[config.mk]
export PLATFORM = sky130hd
export DESIGN_NAME = multi_nch_disp
export DESIGN_NICKNAME = d
export VERILOG_FILES = /design/src/rtl/multi_nch_disp.sv
export SDC_FILE = /design/constraint.sdc
export NUM_CORES = 1
export LEC_CHECK = 0
export ABC_AREA = 1
export BUFFER_PORTS_ARGS = -buffer_cell sky130_fd_sc_hd__buf_2
export CAP_MARGIN = 15
export CORE_AREA = 2 2 172 174
export DETAILED_ROUTE_END_ITERATION = 6
export DIE_AREA = 0 0 174 176
export GPL_TIMING_DRIVEN = 0
export PLACE_DENSITY_LB_ADDON = 0.3
export SETUP_SLACK_MARGIN = 0.4
export SYNTH_ARGS = -nofsm -noshare
export SYNTH_HDL_FRONTEND = slang
export SYNTH_SLANG_ARGS = --single-unit
[constraint.sdc]
create_clock -name clk -period 2.3 [get_ports clk]
set_input_delay 0.115 -clock clk [delete_from_list [all_inputs] [get_ports clk]]
set_output_delay 0.115 -clock clk [all_outputs]
set_load 0.02 [all_outputs]
[src/rtl/multi_nch_disp.sv]
// Multi-channel display multiplexer: manual channel select or timed auto-scan, registered outputs.
// Define MULTI_NCH_DISP_AUTOSCAN_EN to build the AUTO state and dwell counter.
module multi_nch_disp #(
  parameter int unsigned CH    = 8,
  parameter int unsigned DW    = 32,
  parameter int unsigned DWELL = 50_000_000
) (
  input  logic                   clk,
  input  logic                   rst,
  input  logic                   EN,
  input  logic [$clog2(CH)-1:0]  Test,
  input  logic                   auto,
  input  logic [DW-1:0]          Data0,
  input  logic [(CH-1)*DW-1:0]   Test_data,
  input  logic [CH*8-1:0]        point_in,
  input  logic [CH*8-1:0]        LES,
  output logic [DW-1:0]          Disp_num,
  output logic [7:0]             point_out,
  output logic [7:0]             blink_out,
  output logic [$clog2(CH)-1:0]  cur_ch
);

  localparam int unsigned SW = $clog2(CH);
  localparam logic [DW-1:0] DispRst = DW'(32'hAA5555AA);

  logic [DW-1:0] disp_q;
  logic [7:0]    blink_q;
  logic [7:0]    point_q;

  logic [SW-1:0] test_ch;
  logic [SW-1:0] ch_d;
  logic [DW-1:0] disp_sel;
  logic [7:0]    point_sel;
  logic [7:0]    blink_sel;

  // Out-of-range manual selects fall back to channel 0.
  always_comb begin
    test_ch = Test;
    if (32'(Test) >= CH) begin
      test_ch = '0;
    end
  end

`ifdef MULTI_NCH_DISP_AUTOSCAN_EN
  localparam int unsigned CW = (DWELL > 1) ? $clog2(DWELL) : 1;

  typedef enum logic [0:0] {StManual, StAuto} state_e;

  state_e        state_q, state_d;
  logic [CW-1:0] cnt_q, cnt_d;

  always_comb begin
    state_d = state_q;
    cnt_d   = '0;
    ch_d    = test_ch;
    unique case (state_q)
      StManual: begin
        if (auto) begin
          state_d = StAuto;
          ch_d    = cur_ch;
        end
      end
      StAuto: begin
        if (!auto) begin
          state_d = StManual;
        end else if (cnt_q == CW'(DWELL - 1)) begin
          ch_d = (cur_ch == SW'(CH - 1)) ? '0 : cur_ch + 1'b1;
        end else begin
          ch_d  = cur_ch;
          cnt_d = cnt_q + 1'b1;
        end
      end
      default: begin
        state_d = StManual;
      end
    endcase
  end
`else
  logic unused_auto;
  assign unused_auto = auto;

  always_comb begin
    ch_d = test_ch;
  end
`endif

  // Channel 0 comes from the latched CPU registers; others pass straight through.
  always_comb begin
    disp_sel  = disp_q;
    point_sel = point_q;
    blink_sel = blink_q;
    for (int unsigned k = 1; k < CH; k++) begin
      if (32'(ch_d) == k) begin
        disp_sel  = Test_data[(k-1)*DW +: DW];
        point_sel = point_in[k*8 +: 8];
        blink_sel = LES[k*8 +: 8];
      end
    end
  end

  always_ff @(posedge clk) begin
    if (rst) begin
      disp_q    <= DispRst;
      blink_q   <= 8'hFF;
      point_q   <= 8'h00;
      cur_ch    <= '0;
      Disp_num  <= DispRst;
      point_out <= 8'h00;
      blink_out <= 8'hFF;
`ifdef MULTI_NCH_DISP_AUTOSCAN_EN
      state_q   <= StManual;
      cnt_q     <= '0;
`endif
    end else begin
      if (EN) begin
        disp_q  <= Data0;
        blink_q <= LES[7:0];
        point_q <= point_in[7:0];
      end
      cur_ch    <= ch_d;
      Disp_num  <= disp_sel;
      point_out <= point_sel;
      blink_out <= blink_sel;
`ifdef MULTI_NCH_DISP_AUTOSCAN_EN
      state_q   <= state_d;
      cnt_q     <= cnt_d;
`endif
    end
  end

endmodule

======== Word-level counts from Yosys, hierarchy flattened ========
Cells that the tools add are included.
cells by class
  equality and inequality tests ........... 7
  mux-type cells .......................... 21
operator list
  kind                count
  $mux 32             7
  $mux 8              14
  $eq 3x3->1 const B  4
  $eq 3x2->1 const B  2
  $eq 3x1->1 const B  1
word-level totals
  register bits ........................... 99
  bits of input ports ..................... 391
  word-level logic and storage cells ...... 35

======== Longest topological paths before layout ========
Gate-level depths: netlist of the first run.
  depth after elaboration ................. 8
  mapped depth ............................ 13
  gate-level depth less buffers ........... 11

======== Worst setup path after synthesis of the first run ========
No wires, ideal clock.
  path type ............................... input to register
  from .................................... input port Test[0]
  to ...................................... register Disp_num[13]
  setup time .............................. 0.119 ns
  data arrival time ....................... 1.218 ns
  slack ................................... 0.963 ns
  stages .................................. 10
  path through ............................ buf_4 > buf_2 > nor2_1 > buf_2 > buf_2 > nor2_1 > nand2_1 > nand2_1 > nand2_1 > a21oi_1
between the ends
  word-level cells in the longest chain between the ends .. 8
RTL lines
  what                  RTL line  RTL
  from (decl)           11        input logic [$clog2(CH)-1:0] Test,
  $eq 3x1->1            93        if (32'(ch_d) == k) begin
  $mux 32 (6 in a row)  93
  $mux 32 *             93
  to (signal assigned)  107       Disp_num <= DispRst;
  to (signal assigned)  121       Disp_num <= disp_sel;
  to (decl)             17        output logic [DW-1:0] Disp_num,
Every way passes the cells marked *; elsewhere a longest branch is shown, timed or not.
A chain may end at the register's enable or synchronous reset.

======== Final worst setup path of the first run ========
Ends and elaborated chain as after synthesis.

==> results.cfg, run 1 <==
[clocking]
cts_made_buffers = 9
worst_skew_pair.late_latency_ns = 0.37
clk_path_buf_depth = 2
clk_pin_slew_ns = 0.07
clock_tree.root_cell = sky130_fd_sc_hd__clkbuf_16
clkSinkCount = 99
h_tree_levels = 3
tritoncts = done

[power_and_ir_drop]
cellLeakagePower_nw = 5.44
power_per_cell_area_nw_per_um2 = 503
fin_total_pwr_mw = 5.02
vdd.ir_drop.worst_uv = 286

[die]
coreArea_um2 = 28500
initial_core_util = 0.231
die_w_um = 174
dieArea_um2 = 30600
num_io_pins = 442
floorplan.rows = 62
die_h_um = 176

[critical_path]
critical-path-max-stage-delay_ns = 0.33
cp_cell_sequence = buf_4, nand2_1, nor2_1, inv_2, buf_2, buf_1, nand3_1, nand2_1, nand2_1, nand2_1, a21oi_1
data_arrival_time_of_the_critical_path_ns = 2.03
critPathRequiredTime_ns = 2.57
critical_path_end_type = flop
setup.worst_path.class = in -> reg
max_fanout_on_critical_path = 10
slowest_stage = sky130_fd_sc_hd__nor2_1
cpMostUsedCell = sky130_fd_sc_hd__nand2_1
critPathLaunchType = input pin

[timing]
timing.clock.skew_ns = 0.0129
max_slew_violation_total_from_the_final_report = 0
worst_pin_slew_ns = 0.793
final-setup-viol-count = 0
rel_slew_slack = 0.471
post-route-min-period_ns = 1.76
finalHoldViolCount = 0
fmax_mhz = 569
grt_setup_unrepaired = no
final.period_utilization = 0.765
totalNegativeSetupSlack_ns = 0

[global_routing]
via_count_of_the_first_global_routing_pass = 9383
antenna_found_initial = 2
grt_usage = 0.247
globalRoute.totalOverflow = 0
grt_first_pass_wirelength_um = 55400
maximum_number_of_pins_on_one_net_before_global_route_repair = 16

[finish]
nets = 2063
final_common_cell = sky130_fd_sc_hd__buf_2
final_layout_size_suffix_gt1_frac = 0.301
filler_cell_count = 3309
layout_common_cells = sky130_fd_sc_hd__buf_2, sky130_fd_sc_hd__nand2_1, sky130_fd_sc_hd__nor2_1
areaGrowthSynthToFinish_pct = 51.2

[synthesis]
synth-seq-area-share = 0.300
synth_enable_flop_cells = 0
netlist_instances = 1180
ys.flop_type = sky130_fd_sc_hd__dfxtp_1
synth_async_sr_flop_share = 0
yosysUniqueCellTypes = 20
syn_avg_cell_area_um2 = 5.60
synth_fp_nets = 1571
synth.cell_area_um2 = 6610
yosys_warnings = 0
synth_seq_cells = 99

[placement]
hpwlAfterDp_um = 32300
numPortBuffers = 438
globalplace.congestion = 0.993

[route]
wl_per_cell_um = 18.9
drt-initial-drc-count = 727
drc_errors = 0
final_antenna_net_count = 0
drt-total-wl_um = 38900
number_of_detailed_route_iterations_in_the_first_pass = 5
post_drt_via_cell_ratio = 4.58
dr_total_vias = 9454

[status]
run_status = completed

[min_path]
min-delay-path-class = in -> reg

[job]
timing.max_cap.violations = 0
==> synth_stat cells (2+ instances only) <==
| master | number | area [µm²] |
|---|---|---|
| sky130_fd_sc_hd__a21oi_1 | 122 | 611 |
| sky130_fd_sc_hd__buf_1 | 2 | 7.51 |
| sky130_fd_sc_hd__buf_2 | 25 | 125 |
| sky130_fd_sc_hd__buf_4 | 4 | 30.0 |
| sky130_fd_sc_hd__clkbuf_1 | 57 | 214 |
| sky130_fd_sc_hd__dfxtp_1 | 99 | 1980 |
| sky130_fd_sc_hd__inv_1 | 73 | 274 |
| sky130_fd_sc_hd__inv_2 | 8 | 30.0 |
| sky130_fd_sc_hd__nand2_1 | 364 | 1370 |
| sky130_fd_sc_hd__nand3_1 | 99 | 495 |
| sky130_fd_sc_hd__nor2_1 | 175 | 657 |
| sky130_fd_sc_hd__nor2_2 | 2 | 12.5 |
| sky130_fd_sc_hd__o21ai_0 | 120 | 601 |
| sky130_fd_sc_hd__o21ai_1 | 2 | 10.0 |
| sky130_fd_sc_hd__or2_0 | 11 | 68.8 |
| sky130_fd_sc_hd__or2_1 | 6 | 37.5 |
| sky130_fd_sc_hd__or2_2 | 8 | 50.1 |
==> metal layers <==
layer,part of all wire,vias up,GRT usage
met4,0.041,2,0.105
met5,0.00046,-,0
met1,0.41,4184,0.296
met3,0.078,62,0.0523
met2,0.47,477,0.428
li1,-,4729,-
==> cells by family (layout without fill, tap and decap cells) <==
group | Yosys count | in the layout | share of synthesized area
simple gates | 667 | 667 | 0.411
compound gates | 245 | 245 | 0.186
buf+inv | 169 | 665 | 0.103
flops | 99 | 99 | 0.300
other cells | 0 | 3 | 0
==> critical path, delay by kind of cell <==
family,cells,cell delay (ns)
AO/OA/AOI/OAI,1,0.19
buffers and inverters,4,0.75
AND/OR/NAND/NOR,6,0.95
==> cell type report <==
| class | count | area (µm²) | area share |
|---|---|---|---|
| inverters | 81 | 304 | 0.0304 |
| well taps | 384 | 480 | 0.0481 |
| clock inverters | 4 | 27.5 | 0.00276 |
| plain buffers | 88 | 379 | 0.0380 |
| repair buffers | 481 | 2620 | 0.262 |
| diodes | 3 | 7.51 | 0.000752 |
| clock buffers | 11 | 243 | 0.0243 |
| flip-flops and latches | 99 | 1980 | 0.198 |
| multi-input cells | 912 | 3940 | 0.395 |
==> path summary, 6_finish.rpt <==
path,start,endpoint,slack [ns],cells after the start
min,Test_data[206],Disp_num[14],0.006,3
max reg2reg,point_q[0],point_out[0],0.93,8
min reg2reg,disp_q[4],disp_q[4],0.46,2
max,Test[0],Disp_num[13],0.54,11
==> where the power goes <==
group | switching (mW) | internal [mW] | total, mW | leakage (nW)
Sequential | 0.0359 | 1.86 | 1.90 | 0.825
Clock | 0.721 | 0.758 | 1.48 | 0.124
Combinational | 1.01 | 0.635 | 1.65 | 4.49
==> sequential cells by signal, summed over array words and instances, names as in the netlist <==
signal / flops
Disp_num: 32
point_out: 8
disp_q: 32
point_q: 8
blink_out: 8
blink_q: 8
cur_ch: 3
==> metrics by stage <==
stage | instances | hold WS (ns) | utilization | setup WS [ns] | area (µm²)
floorplan | 1180 | 0.239 | - | 0.963 | 6610
global placement | 2002 | 0.330 | 0.325 | 0.0177 | 9280
detailed placement | 2002 | 0.333 | 0.325 | 0.00790 | 9280
CTS | 2060 | 0.00129 | 0.349 | 0.437 | 9980
global route | 2060 | 0.00558 | 0.350 | 0.428 | 9980
finish | 2063 | 0.00617 | 0.350 | 0.541 | 9990
==> repair_timing <==
item / in CTS / in global routing
buffers inserted: 1 / 0
pin swaps: 1 / 0
setup endpoints to repair: 1 / 5
resized for setup: 0 / 4
hold endpoints to repair: 42 / 0
gates cloned: 0 / 0
hold buffers: 42 / 0
Note: power is estimated with default switching activity, not from simulation.
==> run 2, diff against run 1 <==
- clock period: 2.3 -> 1.65 ns (I/O delays scaled with it)
==> results.cfg, run 2 (synthesized netlist as in run 1, its figures left out) <==
[finish]
final_common_cell = sky130_fd_sc_hd__buf_2
layout_common_cells = sky130_fd_sc_hd__buf_2, sky130_fd_sc_hd__nand2_1, sky130_fd_sc_hd__nor2_1
areaGrowthSynthToFinish_pct = 64.7
finalInstanceArea_um2 = 10900
fin_util = 0.381
nets = 2106
n_antenna_cell = 0
final_layout_size_suffix_gt1_frac = 0.347
reg.largest.list = Disp_num (32), disp_q (32)

[clocking]
clkSinkCount = 99
clock_tree.root_cell = sky130_fd_sc_hd__clkbuf_16
clk_path_buf_depth = 2
tritoncts = done
clk_pin_slew_ns = 0.08
h_tree_levels = 3
worst_skew_pair.late_latency_ns = 0.37
cts_made_buffers = 9

[critical_path]
critical_path_end_type = flop
data_arrival_time_of_the_critical_path_ns = 1.60
cpMostUsedCell = sky130_fd_sc_hd__nand2_1
critPathLaunchType = input pin
max_fanout_on_critical_path = 10
critPathRequiredTime_ns = 1.96
slowest_stage = sky130_fd_sc_hd__nor2_1
cp_cell_sequence = buf_4, buf_4, nor2_4, buf_12, buf_4, nor2_1, nand2_1, nand2_1, nand2_1, nand2_1, nand2_1, nand2_1
setup.worst_path.class = in -> reg
critical-path-max-stage-delay_ns = 0.25

[placement]
placement.setup.worst_slack_ns = -0.539
hpwlAfterDp_um = 32800
area_of_placed_instances_um2 = 9290
numPortBuffers = 438
globalplace.congestion = 0.965

[route]
dr_total_vias = 9799
post_drt_via_cell_ratio = 4.66
final_antenna_net_count = 0
number_of_detailed_route_iterations_in_the_first_pass = 5
drt-initial-drc-count = 643
drc_errors = 0
drt-total-wl_um = 40600
wl_per_cell_um = 19.3

[status]
run_status = completed

[timing]
grt_setup_unrepaired = yes
finalHoldViolCount = 0
whs_ns = 0.0105
rel_slew_slack = 0.553
final-setup-viol-count = 0
max_slew_violation_total_from_the_final_report = 0
post-route-min-period_ns = 1.29
postLayoutSetupSlackWorst_ns = 0.357
fmax_mhz = 773
timing.clock.skew_ns = 0.00749
final.period_utilization = 0.784
worst_pin_slew_ns = 0.671

[die]
dieArea_um2 = 30600
floorplan.rows = 62
die_w_um = 174
coreArea_um2 = 28500
initial_core_util = 0.231
num_io_pins = 442
die_h_um = 176

[min_path]
min-delay-path-class = in -> reg

[global_routing]
globalRoute.totalOverflow = 0
antenna_found_initial = 3
maximum_number_of_pins_on_one_net_before_global_route_repair = 19
via_count_of_the_first_global_routing_pass = 9667
grt_first_pass_wirelength_um = 57800
grt_usage = 0.256

[power_and_ir_drop]
power_per_cell_area_nw_per_um2 = 677
cellLeakagePower_nw = 5.85
vdd.ir_drop.worst_uv = 365

[job]
timing.max_cap.violations = 0
-- run 2: area by class of cell --
class	count	area, µm²
Fill cell	3304	17700
Multi-Input combinational cell	912	4140
Timing Repair Buffer	523	3080
Sequential cell	99	1980
Buffer	88	601
Tap cell	384	480
Inverter	81	315
Clock buffer	9	225
Clock inverter	7	58.8
Timing Repair inverter	1	7.51
-- run 2: power breakdown --
part | internal [mW] | leakage (nW) | switching (mW)
clock | 1.06 | 0.139 | 1.14
combinational | 1.03 | 4.89 | 1.49
sequential | 2.59 | 0.825 | 0.0604
total | 4.68 | 5.85 | 2.69
-- run 2: worst paths after layout --
kind	depth (start not counted)	start	slack (ns)	endpoint
min reg2reg	2	disp_q[9]	0.46	disp_q[9]
min	3	point_in[3]	0.01	point_q[3]
max reg2reg	8	point_q[3]	0.45	point_out[3]
max	12	Test[0]	0.36	Disp_num[20]
-- run 2: critical path: cells and delay by family --
family	cells	cell delay, ns
buf+inv	4	0.72
simple gates	8	0.77
-- run 2: per-stage QoR --
step,std cells,power [mW],setup TNS (ns)
detailed placement,2002,4.92,-23.90
global placement,2002,4.92,-23.63
finish,2104,7.37,0
global route,2104,7.76,0
floorplan,1180,3.79,0
CTS,2096,7.35,0
-- run 2: timing repair --
item | 4_1_cts | 5_1_grt
setup endpoints to repair | 69 | 56
pin swaps | 8 | 11
endpoints found under the hold margin | 67 | 0
gates cloned | 0 | 1
gates resized for setup | 105 | 55
hold buffers | 74 | 0
setup buffers | 4 | 7
-- run 2: metal layers --
layer,vias to the layer above,routed length (µm),track usage
met3,56,3100,0.0540
li1,4812,-,-
met1,4415,15900,0.295
met2,510,20300,0.468
met5,-,45,0
met4,6,1210,0.0875
